$ cat config.mk
export PLATFORM = sky130hd
export DESIGN_NAME = edge_event_sync
export DESIGN_NICKNAME = d
export VERILOG_FILES = /design/src/rtl/edge_event_sync.sv
export SDC_FILE = /design/constraint.sdc
export NUM_CORES = 1
export LEC_CHECK = 0
export ABC_AREA = 1
export BUFFER_PORTS_ARGS = -buffer_cell sky130_fd_sc_hd__buf_2
export CAP_MARGIN = 5
export CORE_MARGIN = 4
export CORE_UTILIZATION = 55
export DETAILED_ROUTE_END_ITERATION = 8
export PLACE_DENSITY = 0.89
export RECOVER_POWER = 50
export SYNTH_ARGS = -nofsm -noshare
export SYNTH_HDL_FRONTEND = slang
export SYNTH_SLANG_ARGS = --single-unit
export TNS_END_PERCENT = 20
$ cat constraint.sdc
create_clock -name aclk -period 2.39 [get_ports aclk]
set_input_delay 0.239 -clock aclk [delete_from_list [all_inputs] [get_ports aclk]]
set_output_delay 0.239 -clock aclk [all_outputs]
set_load 0.02 [all_outputs]
$ cat src/rtl/edge_event_sync.sv
// Multi-channel edge event synchronizer: per-channel sync chain, glitch filter,
// edge qualification, sticky pending flag and wrapping event counter.
module edge_event_sync #(
  parameter int CHANNELS      = 4,
  parameter int SYNC_STAGES   = 2,
  parameter int FILTER_CYCLES = 3,
  parameter int COUNT_WIDTH   = 16
) (
  input  logic                            aclk,
  input  logic                            aresetn,
  input  logic [CHANNELS-1:0]             din,
  input  logic [2*CHANNELS-1:0]           mode,
  input  logic [CHANNELS-1:0]             clr,
  input  logic                            cnt_clr,
  output logic [CHANNELS-1:0]             pulse,
  output logic [CHANNELS-1:0]             level,
  output logic [CHANNELS-1:0]             pending,
  output logic [CHANNELS-1:0]             overflow,
  output logic [CHANNELS*COUNT_WIDTH-1:0] count,
  output logic                            irq
);

  localparam int FCW = $clog2(FILTER_CYCLES) + 1;

  logic irq_reg;

  genvar gi;
  generate
    for (gi = 0; gi < CHANNELS; gi++) begin : g_ch
      logic [SYNC_STAGES-1:0] sync_reg;
      logic [FCW-1:0]         fcnt_reg;
      logic                   level_reg;
      logic                   pulse_reg;
      logic                   pending_reg;
      logic                   overflow_reg;
      logic [COUNT_WIDTH-1:0] count_reg;
      logic                   s;
      logic                   accept;
      logic                   pulse_next;

      assign s      = sync_reg[SYNC_STAGES-1];
      assign accept = (s != level_reg) && (fcnt_reg == FCW'(FILTER_CYCLES - 1));
      // New level 1 means a rising edge (mode bit 0), 0 a falling edge (mode bit 1).
      assign pulse_next = accept && (s ? mode[2*gi] : mode[2*gi+1]);

      always_ff @(posedge aclk) begin
        if (!aresetn) begin
          sync_reg     <= '0;
          fcnt_reg     <= '0;
          level_reg    <= 1'b0;
          pulse_reg    <= 1'b0;
          pending_reg  <= 1'b0;
          overflow_reg <= 1'b0;
          count_reg    <= '0;
        end else begin
          sync_reg  <= {sync_reg[SYNC_STAGES-2:0], din[gi]};
          pulse_reg <= pulse_next;

          if (s == level_reg) begin
            fcnt_reg <= '0;
          end else if (accept) begin
            level_reg <= s;
            fcnt_reg  <= '0;
          end else begin
            fcnt_reg <= fcnt_reg + FCW'(1);
          end

          if (pulse_reg) begin
            pending_reg <= 1'b1;
          end else if (clr[gi]) begin
            pending_reg <= 1'b0;
          end

          // A clear coinciding with an event keeps that event counted.
          if (cnt_clr) begin
            count_reg    <= pulse_reg ? COUNT_WIDTH'(1) : '0;
            overflow_reg <= 1'b0;
          end else if (pulse_reg) begin
            count_reg <= count_reg + COUNT_WIDTH'(1);
            if (&count_reg) begin
              overflow_reg <= 1'b1;
            end
          end
        end
      end

      assign pulse[gi]                              = pulse_reg;
      assign level[gi]                              = level_reg;
      assign pending[gi]                            = pending_reg;
      assign overflow[gi]                           = overflow_reg;
      assign count[gi*COUNT_WIDTH +: COUNT_WIDTH]   = count_reg;
    end
  endgenerate

  always_ff @(posedge aclk) begin
    if (!aresetn) begin
      irq_reg <= 1'b0;
    end else begin
      irq_reg <= |pending;
    end
  end

  assign irq = irq_reg;

endmodule

==> results.sh, run 1 <==
export IMPL_final_net_count=778
export IMPL_holdBufCountCts=0
export IMPL_cts_resized_gates=0
export IMPL_synthFlopType="dfxtp_1"
export IMPL_root_buffer="clkbuf_8"
export IMPL_pre_cts_slack_ns=0.730
export IMPL_critPathKind="reg2reg"
export IMPL_worstPathRequired_ns=2.66
export IMPL_path_delay_family="simple AND/OR/NAND/NOR gates"
export IMPL_internal_power_mw=2.32
export IMPL_grt_pass1_wl_mm=18.2
export IMPL_power_density_nw_per_um2=565
export IMPL_gp_congestion=0.871
export IMPL_firstDrtPassIters=5
export IMPL_tns_ns=0
export IMPL_insertion_delay_ns=0.36
export IMPL_row_count=33
export IMPL_vias=4354
export IMPL_syn_nets=691
export IMPL_finalCritPeriodShare=0.618
export IMPL_layout_min_cycle_time_ns=1.48
export IMPL_start_util=0.565
export IMPL_synth_edff_count=0
export IMPL_netlist_instances=660
export IMPL_ir_drop_v=0.000267
export IMPL_die_width_microns=100
export IMPL_grtUsageTotal=0.219
export IMPL_synth_distinct_cells=27
export IMPL_ys_seq_area_frac=0.433
export IMPL_status="finished, final reports clean"
export IMPL_avgViaCountPerCell=5.07
export IMPL_wl_met1_mm=4.61
export IMPL_largest_reg_flops=64
export IMPL_cp_cell_sequence="ha_1 -> nand3_1 -> nor2_2 -> nand2_1 -> nand2_1 -> o21ai_1 -> nand2_1 -> inv_1"
export IMPL_endpoint_kind="register"
export IMPL_synth_async_reset_ratio=0
export IMPL_synth_area_leader_cell="dfxtp_1"
export IMPL_critical_path_top_cell_by_count="nand2_1"
export IMPL_drive_gt1_frac=0.121
export IMPL_first_global_vias=4196
export IMPL_highest_layer="met4"
export IMPL_cts_tree="done"
export IMPL_die_y_microns=100
export IMPL_numCtsBuffers=9
export IMPL_leakagePower_nw=2.24
export IMPL_syn_cell_area_sq_um=4670
export IMPL_worst_slack_ns=0.912
export IMPL_power_frac_comb=0.024
export IMPL_dr_wl_met3_microns=642
export IMPL_synth_common_cells="nand2_1 (143), nor2_1 (120), dfxtp_1 (101)"
export IMPL_fmax_mhz=677
export IMPL_htreeDepth=3
export IMPL_start_kind="register"
export IMPL_grt_overflow_total=0
export IMPL_ios=100
export IMPL_setup_viol=0
export IMPL_grt_max_degree=46
export IMPL_slew_headroom=0.222
export IMPL_fp_coreArea_sq_um=8260
export IMPL_dp_hpwl_mm=8.09
export IMPL_drtAntennaViolNets=0
export IMPL_clk_path_buf_depth=2
export IMPL_synth_top_area_frac=0.433
export IMPL_synth_seq_cells=101
export IMPL_cap_violations=0
export IMPL_wirelength_mm=10.6
export IMPL_slowest_delay_ns=0.41
export IMPL_hold_path_class="in2reg"
export IMPL_drt_initial_drc_count=117
export IMPL_switching_share=0.225
export IMPL_worst_slew_pin_slew_ns=1.17
export IMPL_die_area_sq_um=10000
export IMPL_wl_per_cell_microns=12.4
export IMPL_avgSynthCellArea_sq_um=7.07
export IMPL_drv_slew=0
export IMPL_areaGrowthSynthToFinish_pct=13.7
export IMPL_postCtsSetupBuffers=0
export IMPL_wl_met2_mm=5.25
export IMPL_yosys_top_cells_area="dfxtp_1 (43%), nand2_1 (11%), nor2_1 (9.6%)"
export IMPL_p_sw_mw=0.676
export IMPL_drc_errors=0
export IMPL_portBuffers=99
export IMPL_slowest_stage="dfxtp_1"
export IMPL_cts_sinks=101
export IMPL_arrival_ns=1.75
export IMPL_clock_skew_ns=0.00661
export IMPL_finalHoldViolCount=0
export IMPL_antenna_found_initial=1
export IMPL_crit_buf_inv=1
export IMPL_path_clk_slew_ns=0.10
export IMPL_critical_path_max_fanout=5
export IMPL_pwr_share_seq=0.565
export IMPL_yosysMostFrequentCell="nand2_1"
export IMPL_rsz0062_at_grt="no"
export IMPL_fill_cells=760
export IMPL_p_clk_frac=0.410
export IMPL_yosys_warnings=0
## worst reg2reg max path, cell delays in order, from the launching register on
cell and delay (ns):
dfxtp_1 0.41, ha_1 0.23, nand3_1 0.15, nor2_2 0.23, nand2_1 0.11, nand2_1 0.09, o21ai_1 0.08, nand2_1 0.06
inv_1 0.03
## per-layer routing
layer | vias up | track usage
li1 | 2223 | -
met1 | 1993 | 0.271
met2 | 125 | 0.387
met3 | 13 | 0.0299
met4 | 0 | 0.0756
met5 | - | 0
## logic make-up after synthesis
| group | count (synthesis) | synth area share |
|---|---|---|
| multiplexers | 4 | 0.00857 |
| adder cells (fa/ha/maj) | 12 | 0.0322 |
| AO/OA/AOI/OAI | 63 | 0.0699 |
| XOR/XNOR | 8 | 0.0150 |
| flip-flops | 101 | 0.433 |
| AND/OR/NAND/NOR | 355 | 0.331 |
| buffers and inverters | 117 | 0.110 |
## metrics by stage
stage | util | hold slack [ns] | instance area [sq um] | power, mW | instances
after floorplan | - | 0.337 | 4670 | 1.78 | 660
after global placement | 0.623 | 0.394 | 5140 | 1.80 | 841
after detailed placement | 0.623 | 0.404 | 5140 | 1.81 | 841
after CTS | 0.651 | 0.0369 | 5370 | 3.02 | 857
after global routing | 0.643 | 0.0366 | 5310 | 3.11 | 858
final | 0.643 | 0.0469 | 5310 | 3.00 | 858
## placed cells by master (no fill, tap or decap), types with 4 or more instances in the layout
cell      synthesis  layout
clkbuf_1          1      52
buf_2             6      48
nor2_4            8       8
o21ai_0          17      17
nand2_2           7       7
ha_1             12      12
nand3_1          33      33
nor2_2            7       7
xor2_1            4       4
clkbuf_8          0       9
inv_1            89      89
dfxtp_1         101     101
nor3_1           19      19
a21oi_1          39      39
nand4_1          15      15
xnor2_1           4       4
nor2_1          120     120
mux2i_1           4       4
nand2_1         143     143
## final timing paths
check                  startpoint                    to  slack [ns]  cells after the start
max          g_ch[2].count_reg[0]  g_ch[2].count_reg[8]        0.91                      8
min                        din[1]   g_ch[1].sync_reg[0]        0.05                      3
max reg2reg  g_ch[2].count_reg[0]  g_ch[2].count_reg[8]        0.91                      8
min reg2reg   g_ch[1].sync_reg[0]   g_ch[1].sync_reg[1]        0.42                      2
## cell type report
cell class / count / area, sq um / area share
multi-input combinational: 442 / 2130 / 0.402
clock buffer: 9 / 124 / 0.0233
clock inverter: 7 / 106 / 0.0200
timing repair buffer: 101 / 443 / 0.0835
sequential: 101 / 2020 / 0.381
tap: 105 / 131 / 0.0248
inverter: 92 / 347 / 0.0653
antenna: 1 / 2.50 / 0.000471
## power groups by stage
stage                     registers, mW  logic, mW  clock network [mW]
after floorplan                    1.73     0.0483                   0
after global placement             1.73     0.0699                   0
after detailed placement           1.74     0.0739                   0
after CTS                          1.70     0.0740                1.25
after global routing               1.70     0.0828                1.33
final                              1.70     0.0728                1.23
No activity file was read; power rests on OpenSTA's default activity.
==> run 2, diff against run 1 <==
--- a/config.mk
+++ b/config.mk
@@ -5,11 +5,11 @@
 export SDC_FILE = /design/constraint.sdc
 export NUM_CORES = 1
 export LEC_CHECK = 0
-export ABC_AREA = 1
+export ABC_AREA = 0
 export BUFFER_PORTS_ARGS = -buffer_cell sky130_fd_sc_hd__buf_2
 export CAP_MARGIN = 5
 export CORE_MARGIN = 4
-export CORE_UTILIZATION = 55
+export CORE_UTILIZATION = 54
 export DETAILED_ROUTE_END_ITERATION = 8
 export PLACE_DENSITY = 0.89
 export RECOVER_POWER = 50
==> constraint.sdc (replaced) <==
create_clock -name aclk -period 1.5 [get_ports aclk]
set_input_delay 0.15 -clock aclk [delete_from_list [all_inputs] [get_ports aclk]]
set_output_delay 0.15 -clock aclk [all_outputs]
set_load 0.02 [all_outputs]
==> run 2 against run 1 <==
  * Clock power rose by 26%
  * Critical endpoint is now g_ch[0].count_reg[14]
  * The flow now finishes with violations (negative setup slack)
  * Combinational power rose by 58%
  * Via count down 13%
==> results.sh, run 2 <==
export IMPL_cp_cell_sequence="nand4_1 -> or4_4 -> or3_4 -> a21oi_2"
export IMPL_antenna_found_initial=0
export IMPL_htreeDepth=3
export IMPL_worst_slew_pin_slew_ns=0.407
export IMPL_die_y_microns=98.2
export IMPL_numCtsBuffers=9
export IMPL_synth_distinct_cells=40
export IMPL_layout_cells_most_common="buf_2"
export IMPL_layout_min_cycle_time_ns=1.59
export IMPL_grt_pass1_wl_mm=16.9
export IMPL_final_net_count=637
export IMPL_power_density_nw_per_um2=784
export IMPL_hold_path_class="in2reg"
export IMPL_fmax_mhz=630
export IMPL_wirelength_mm=10.4
export IMPL_ir_drop_v=0.000630
export IMPL_holdBufCountCts=0
export IMPL_finalHoldViolCount=0
export IMPL_synth_edff_count=0
export IMPL_start_util=0.563
export IMPL_arrival_ns=1.87
export IMPL_syn_nets=512
export IMPL_final_cell_mix="buf_2 (98), dfxtp_1 (75), nor2_1 (67)"
export IMPL_dp_hpwl_mm=7.71
export IMPL_syn_cell_area_sq_um=4390
export IMPL_fp_coreArea_sq_um=7810
export IMPL_pre_cts_slack_ns=-0.106
export IMPL_cap_violations=0
export IMPL_path_delay_family="simple AND/OR/NAND/NOR gates"
export IMPL_p_total_mw=4.35
export IMPL_synth_seq_cells=101
export IMPL_worst_slack_ns=-0.0866
export IMPL_ys_seq_area_frac=0.460
export IMPL_row_count=32
export IMPL_clk_path_buf_depth=2
export IMPL_drt_initial_drc_count=148
export IMPL_critical_path_max_fanout=4
export IMPL_cts_tree="done"
export IMPL_drc_errors=0
export IMPL_wl_per_cell_microns=14.6
export IMPL_grt_overflow_total=0
export IMPL_yosys_top_cells_area="dfxtp_1 (46%), nor2_1 (5.7%), xnor2_1 (5.2%)"
export IMPL_drv_slew=0
export IMPL_dpl_cell_area_sq_um=5250
export IMPL_first_global_vias=3733
export IMPL_synth_area_leader_cell="dfxtp_1"
export IMPL_ios=100
export IMPL_path_clk_slew_ns=0.09
export IMPL_drtAntennaViolNets=0
export IMPL_worstPathRequired_ns=1.78
export IMPL_grt_max_degree=33
export IMPL_grtUsageTotal=0.209
export IMPL_synth_top_area_frac=0.460
export IMPL_rsz0062_at_grt="yes"
export IMPL_finalCritPeriodShare=1.06
export IMPL_root_buffer="clkbuf_8"
export IMPL_setup_viol=2
export IMPL_die_width_microns=98.2
export IMPL_start_kind="register"
export IMPL_cts_sinks=101
export IMPL_crit_buf_inv=0
export IMPL_yosysMostFrequentCell="dfxtp_1"
export IMPL_gp_congestion=0.842
export IMPL_synthFlopType="dfxtp_1"
export IMPL_critPathKind="reg2reg"
export IMPL_firstDrtPassIters=4
export IMPL_slowest_stage="or4_4"
export IMPL_largest_reg_flops=64
export IMPL_slew_headroom=0.728
export IMPL_num_antenna_cells=0
export IMPL_avgViaCountPerCell=5.33
export IMPL_yosys_warnings=0
export IMPL_die_area_sq_um=9640
export IMPL_vias=3796
export IMPL_portBuffers=99
export IMPL_areaGrowthSynthToFinish_pct=26.3
export IMPL_synth_async_reset_ratio=0
export IMPL_violations="negative setup slack"
export IMPL_clock_skew_ns=0.00997
export IMPL_synth_common_cells="dfxtp_1 (101), nor2_1 (67), xnor2_1 (26)"
export IMPL_status="complete, but fails checks"
export IMPL_drive_gt1_frac=0.364
export IMPL_fin_area_sq_um=5550
export IMPL_leakagePower_nw=2.42
export IMPL_slowest_delay_ns=0.53
export IMPL_insertion_delay_ns=0.35
export IMPL_netlist_instances=481
export IMPL_avgSynthCellArea_sq_um=9.13
export IMPL_endpoint_kind="register"
[run 2: changes by cell type after synthesis, moves of 16 or more]
cell and delta:
nand2_1 -118, inv_1 -73, nor2_1 -53, a21oi_1 -25, xnor2_1 +22, nor2b_1 +21
nand3_1 -16
[run 2: path summary, 6_finish.rpt]
check             cells past startpoint                     to                 start  slack (ns)
setup reg to reg                      4  g_ch[0].count_reg[14]  g_ch[0].count_reg[8]       -0.09
hold reg to reg                       1    g_ch[2].fcnt_reg[0]   g_ch[2].fcnt_reg[0]        0.44
hold / removal                        2    g_ch[3].sync_reg[0]                din[3]       0.008
setup / recovery                      4  g_ch[0].count_reg[14]  g_ch[0].count_reg[8]       -0.09
[run 2: repair_timing]
action | CTS | global route
gates resized for setup | 5 | 26
endpoints found under the hold margin | 0 | 0
endpoints found under the setup margin | 8 | 24
setup buffers | 2 | 0
pin swaps | 8 | 8
[run 2: final cells by class]
cell class              instances  area [sq um]
fillers                       598          2260
multi-input cells             331          2250
flip-flops and latches        101          2070
repair buffers                147           867
clock buffers                  12           155
well taps                     102           128
inverters                      16          60.1
clock inverters                 3          20.0
[run 2: layer usage]
metal  track usage  share of wire  vias to the layer above
li1              -              -                     1877
met1         0.249           0.41                     1778
met2         0.375           0.51                      113
met3        0.0421          0.055                       28
met4        0.0693          0.026                        0
met5             0              0                        -
[run 2: stage by stage]
step	util	cells	setup TNS, ns	hold WS, ns
after detailed placement	0.672	695	-0.210	0.361
after global routing	0.711	712	-0.875	0.00661
after floorplan	-	481	-0.651	0.277
after CTS	0.699	712	-0.249	0.00383
final	0.711	712	-0.141	0.00772
after global placement	0.672	695	-0.0353	0.357
[run 2: kinds of logic after synthesis]
| group | count (synthesis) | share of synthesized area |
|---|---|---|
| xor gates and xnor gates | 42 | 0.0837 |
| adders and majority gates | 12 | 0.0342 |
| and+or+nand+nor | 213 | 0.253 |
| muxes | 11 | 0.0251 |
| buffers and inverters | 49 | 0.0621 |
| AOI/OAI and AO/OA | 53 | 0.0815 |
| DFF | 101 | 0.460 |
[run 2: report_power, final]
group	internal [mW]	switching (mW)
sequential	2.68	0.00710
combinational	0.0496	0.0653
clock	0.688	0.862
total	3.42	0.934
